## config.mk

```make
export PLATFORM = sky130hd
export DESIGN_NAME = seq_mult32_ctrl
export DESIGN_NICKNAME = d
export VERILOG_FILES = /design/src/rtl/seq_mult32_ctrl_pkg.sv /design/src/rtl/seq_mult32_cnt.sv /design/src/rtl/seq_mult32_ctrl.sv
export SDC_FILE = /design/constraint.sdc
export NUM_CORES = 1
export LEC_CHECK = 0
export CAP_MARGIN = 20
export CORE_ASPECT_RATIO = 2
export CORE_MARGIN = 4
export CORE_UTILIZATION = 33
export CTS_CLUSTER_DIAMETER = 30
export DETAILED_ROUTE_END_ITERATION = 12
export GPL_TIMING_DRIVEN = 0
export SYNTH_ARGS = -nofsm -noshare
export SYNTH_HDL_FRONTEND = slang
export SYNTH_SLANG_ARGS = --single-unit
```

## constraint.sdc

```tcl
create_clock -name clk -period 8.8 [get_ports clk]
set_clock_uncertainty 0.2 [all_clocks]
set_input_delay 2.64 -clock clk [delete_from_list [all_inputs] [get_ports clk]]
set_output_delay 2.64 -clock clk [all_outputs]
set_load 0.005 [all_outputs]
```

## src/rtl/seq_mult32_ctrl_pkg.sv

```systemverilog
// Shared ALU definitions for the sequential shift-add multiplier controller:
// default operand width, FSM state encoding and counter sizing helper.
package seq_mult32_ctrl_pkg;

  localparam int unsigned MULT_WIDTH = 32;

  typedef enum logic [1:0] {
    ST_IDLE = 2'b00,
    ST_CALC = 2'b01,
    ST_DONE = 2'b10
  } mult_state_e;

  // Iteration counter width; a 1-bit operand still needs a 1-bit counter.
  function automatic int unsigned cnt_width(input int unsigned w);
    return (w > 1) ? $clog2(w) : 1;
  endfunction

endpackage

```

## src/rtl/seq_mult32_cnt.sv

```systemverilog
// Iteration counter for the multiplier: synchronous clear, count enable and
// a terminal-count flag raised on the last iteration.
module seq_mult32_cnt
  import seq_mult32_ctrl_pkg::*;
#(
  parameter int unsigned WIDTH = MULT_WIDTH
) (
  input  logic clk,
  input  logic rst,
  input  logic clr,
  input  logic en,
  output logic tc_c
);

  localparam int unsigned CW = cnt_width(WIDTH);

  logic [CW-1:0] cnt_q;
  logic [CW-1:0] cnt_d;

  always_comb begin
    cnt_d = cnt_q;
    if (clr) begin
      cnt_d = '0;
    end else if (en) begin
      cnt_d = cnt_q + CW'(1);
    end
  end

  always_ff @(posedge clk or posedge rst) begin
    if (rst) begin
      cnt_q <= '0;
    end else begin
      cnt_q <= cnt_d;
    end
  end

  assign tc_c = (cnt_q == CW'(WIDTH - 1));

endmodule

```

## src/rtl/seq_mult32_ctrl.sv

```systemverilog
// Sequential unsigned shift-add multiplier controller. Drives a shared external
// adder once per iteration and produces a 2*WIDTH product after WIDTH cycles.
module seq_mult32_ctrl
  import seq_mult32_ctrl_pkg::*;
#(
  parameter int unsigned WIDTH = MULT_WIDTH
) (
  input  logic                 clk,
  input  logic                 rst,
  input  logic                 start,
  input  logic                 abort,
  input  logic [WIDTH-1:0]     mcand,
  input  logic [WIDTH-1:0]     mplier,
  output logic [WIDTH-1:0]     add_a,
  output logic [WIDTH-1:0]     add_b,
  output logic                 add_cin,
  input  logic [WIDTH-1:0]     add_sum,
  input  logic                 add_cout,
  output logic                 busy,
  output logic                 done,
  output logic [2*WIDTH-1:0]   product
);

  mult_state_e       state_q, state_d;
  logic [WIDTH-1:0]  hi_q, hi_d;
  logic [WIDTH-1:0]  lo_q, lo_d;
  logic [WIDTH-1:0]  m_q, m_d;
  logic [WIDTH-1:0]  add_a_q, add_a_d;
  logic [WIDTH-1:0]  add_b_q, add_b_d;
  logic              busy_q, busy_d;
  logic              done_q, done_d;
  logic              load;
  logic              cnt_clr;
  logic              cnt_en;
  logic              cnt_tc_c;

  seq_mult32_cnt #(
    .WIDTH (WIDTH)
  ) u_cnt (
    .clk  (clk),
    .rst  (rst),
    .clr  (cnt_clr),
    .en   (cnt_en),
    .tc_c (cnt_tc_c)
  );

  // Next-state, datapath and registered-output computation.
  always_comb begin
    state_d = state_q;
    hi_d    = hi_q;
    lo_d    = lo_q;
    m_d     = m_q;
    cnt_clr = 1'b0;
    cnt_en  = 1'b0;
    load    = 1'b0;

    case (state_q)
      ST_IDLE: begin
        load = start;
      end
      ST_CALC: begin
        if (abort) begin
          state_d = ST_IDLE;
          hi_d    = '0;
          lo_d    = '0;
          m_d     = '0;
          cnt_clr = 1'b1;
        end else begin
          // Shift the adder result (with carry) down into {HI,LO}.
          hi_d = {add_cout, add_sum[WIDTH-1:1]};
          lo_d = {add_sum[0], lo_q[WIDTH-1:1]};
          if (cnt_tc_c) begin
            state_d = ST_DONE;
          end else begin
            cnt_en = 1'b1;
          end
        end
      end
      ST_DONE: begin
        if (start) begin
          load = 1'b1;
        end else begin
          state_d = ST_IDLE;
        end
      end
      default: begin
        state_d = ST_IDLE;
      end
    endcase

    if (load) begin
      state_d = ST_CALC;
      hi_d    = '0;
      lo_d    = mplier;
      m_d     = mcand;
      cnt_clr = 1'b1;
    end

    // Adder operands are staged so they line up with HI/LO/M in each CALC cycle.
    busy_d  = (state_d == ST_CALC);
    done_d  = (state_d == ST_DONE);
    add_a_d = busy_d ? hi_d : '0;
    add_b_d = (busy_d && lo_d[0]) ? m_d : '0;
  end

  always_ff @(posedge clk or posedge rst) begin
    if (rst) begin
      state_q <= ST_IDLE;
      hi_q    <= '0;
      lo_q    <= '0;
      m_q     <= '0;
      add_a_q <= '0;
      add_b_q <= '0;
      busy_q  <= 1'b0;
      done_q  <= 1'b0;
    end else begin
      state_q <= state_d;
      hi_q    <= hi_d;
      lo_q    <= lo_d;
      m_q     <= m_d;
      add_a_q <= add_a_d;
      add_b_q <= add_b_d;
      busy_q  <= busy_d;
      done_q  <= done_d;
    end
  end

  assign add_a   = add_a_q;
  assign add_b   = add_b_q;
  assign add_cin = 1'b0;
  assign busy    = busy_q;
  assign done    = done_q;
  assign product = {hi_q, lo_q};

endmodule

```

==> metrics.md <==
| Metric | Value |
|---|---|
| DRT Pass-1 Iters | 5 |
| Met1 GRT Util | 0.178 |
| Post-cts resize count | 0 |
| Setup bufs post-CTS | 0 |
| Port bufs | 228 |
| I/O pins | roughly 230 |
| Most common cell after layout, fill and taps aside | clkdlybuf4s50_1 |
| Syn nets | ~660 |
| Flops & latches, synth | 169 |
| Netlist cell types | 35 |
| CP cell instances | clkdlybuf4s50_1 |
| DR WL/cell | a little under 20 um |
| Mapped Area | 7090 um2 |
| RSZ-0062 raised after global routing | no |
| Placed cell areas | about 9700 um2 |
| Vias | approximately 5500 |
| Post-route DRC | 0 |
| Slew HR | 0.552 |
| Min cycle time layout | about 4.2 ns |
| Initial DRC Count | about 200 |
| Fin cells | 1086 |
| Design Area, Final | roughly 10000 um2 |
| Nets | between 900 and 1000 |
| Initial antenna violation count | 1 |
| Core area | approximately 21000 um2 |
| CP Launch Type | flip-flop |
| Synthesis Warnings | 0 |
| Seq/Total Area, Yosys | 0.597 |
| # fillers | between 1500 and 2000 |
| H-Tree Depth | 4 |
| GR Overflow Total | 0 |
| CP bufs+invs | 1 |
| M2 GR Usage | 0.351 |
| Worst endpoint required time | just under 6 ns |
| Sequential standard cell area | between 4000 and 5000 um2 |
| Pre-CTS WS | 4.35 ns |
| Mapped Cells | about 560 |
| CP Depth | 1 |
| Hpwl dp | approximately 17000 um |
| Hold path cells | 1 |
| Clk root buf | clkbuf_16 |
| Synthesized area per cell | between 10 and 15 um2 |
| Final Hold Slack | 0.302 ns |
| Reg2Reg Depth | 8 |
| Final Hold Fails | 0 |
| Starting Density | 0.337 |
| Max-Cap Viols | 0 |
| Std cell rows | 75 |
| Fin. max-slew vios | 0 |
| CP top delay family | buffers and inverters |
| Total CTS buffers | 17 |
| Vias per cell | around 5.0 |
| Clk pin slew, worst setup/hold paths | around 0.070 ns |
| PwrDens | around 210 nW/um2 |
| WS Path Type | flip-flop to primary output |
| Placed instance count | 1053 |
| Worst-Skew Late Latency | about 0.42 ns |
| Top post-synthesis cells by area | dfrtp_1, nor4b_2, mux2i_1 |
| Fmax achieved | between 0.2 and 0.25 GHz |
| Tightest Pin Transition | 0.672 ns |
| Yosys top cell area share | 0.597 |
| Clk sinks | around 170 |
| Final setup viols | 0 |
| Vias in the first global route | between 6000 and 7000 |
| Top Usage Layer GRT | met2 |
| CTS tree | yes |
| Most frequent cells in the layout | clkdlybuf4s50_1, dfrtp_1, nand2_1 |
| First-pass GRT wire length | 34000 um |
| Slowest cell on crit path | clkdlybuf4s50_1 |
| Width of the die | 112 um |
| Post-route ant nets | 0 |
| Die area | ~24000 um2 |
| Height of the die | around 220 um |
| Share of layout cells above drive strength 1 | 0.126 |
| Leak Pwr | ~4.5 nW |
| Met3 Use GR | 0.0487 |
| GRT Resource Usage Total | 0.180 |
| Crit end category | primary output |
| Layout area overhead | 46.2% |
| Final WL | around 22000 um |
| Tcrit/Tclk final | 0.483 |
| Peak supply drop | between 0.0001 and 0.00015 V |
| Worst Path Arrival | 1.41 ns |
| Maximum number of pins on one net before global-route repair | 120 |
| Cts-stage hold buffer count | 0 |
| CTS Buffer Depth | 2 |
| Routability cong. | between 0.8 and 0.9 |
| Critical-path maximum fanout | 3 |
| Synth area leader | dfrtp_1 |
| Min-delay worst type | flip-flop to flip-flop |
| Area of the multi-input gates | ~2400 um2 |
| Run status | complete, no violations |
| Critical Path Max Stage Delay | approximately 0.55 ns |
| Post-route setup slack | about 4.6 ns |
-- final timing paths --
path                                       startpoint                          to  slack [ns]
max                               lo_q[1]$_DFFE_PP0P_                  product[1]        4.55
min                                hi_q[27]$_DFF_PP0_          hi_q[27]$_DFF_PP0_        0.30
max reg2reg                u_cnt.cnt_q[0]$_DFFE_PP0P_         add_b[28]$_DFF_PP0_        6.17
min reg2reg                        hi_q[27]$_DFF_PP0_          hi_q[27]$_DFF_PP0_        0.30
max in group asynchronous                         rst  u_cnt.cnt_q[4]$_DFFE_PP0P_        5.01
min in group asynchronous                         rst           m_q[10]$_DFF_PP0_        2.43
-- area by class of cell --
| type | count | area share |
|---|---|---|
| plain buffers | 58 | 0.0303 |
| repair buffers | 229 | 0.223 |
| flip-flops and latches | 169 | 0.408 |
| multi-input cells | 292 | 0.233 |
| well taps | 269 | 0.0325 |
| clock buffers | 19 | 0.0437 |
| inverters | 36 | 0.0138 |
| clock inverters | 13 | 0.0159 |
| diodes | 1 | 0.000241 |
-- logic make-up (layout without fill, tap and decap cells) --
group | after synthesis | in the layout | share of synthesized area
other | 1 | 2 | 0.000529
xor gates and xnor gates | 1 | 1 | 0.00124
DFF | 169 | 169 | 0.597
AOI/OAI and AO/OA | 135 | 135 | 0.158
buffers and inverters | 94 | 355 | 0.0634
and+or+nand+nor | 120 | 120 | 0.130
adders and majority gates | 2 | 2 | 0.00353
muxes | 33 | 33 | 0.0466
-- per-layer routing --
layer	share of wire	wire (um)	up-vias
met5	0	0	-
met4	0.019	410	0
met3	0.052	1130	23
met2	0.58	12400	183
met1	0.35	7580	2721
li1	-	-	2528
-- cell usage after synthesis (all sizes together) --
master / number
a2111oi: 32
a21o: 1
a21oi: 4
a221o: 31
a22o: 32
a31o: 1
and2: 34
and3: 1
buf: 39
clkbuf: 19
conb: 1
dfrtp: 169
ha: 2
inv: 36
mux2i: 33
nand2: 37
nand2b: 2
nand3: 1
nor2: 5
nor2b: 2
nor3: 1
nor3b: 1
nor4b: 32
o21ai: 2
o22ai: 32
or3: 2
or3b: 1
or4b: 1
xnor2: 1
-- metrics by stage --
stage                util  setup TNS, ns  power [mW]
floorplan               -              0        1.17
global placement    0.462        -108.02        1.45
detailed placement  0.463              0        1.46
CTS                 0.493              0        2.25
global route        0.493              0        2.33
finish              0.493              0        2.22
-- flip-flops by register name, indices dropped and copies added (netlist names) --
signal	count
u_cnt.cnt_q	5
hi_q	32
busy	1
state_q	2
add_a	32
add_b	32
m_q	32
lo_q	32
done	1
-- report_power, final --
part | leakage, nW | internal [mW] | switching, mW | total (mW)
combinational | 1.99 | 0.275 | 0.224 | 0.499
sequential | 2.23 | 0.875 | 0.0634 | 0.939
clock | 0.305 | 0.466 | 0.314 | 0.780
total | 4.53 | 1.62 | 0.602 | 2.22
Power figures use the tool's default switching activity.
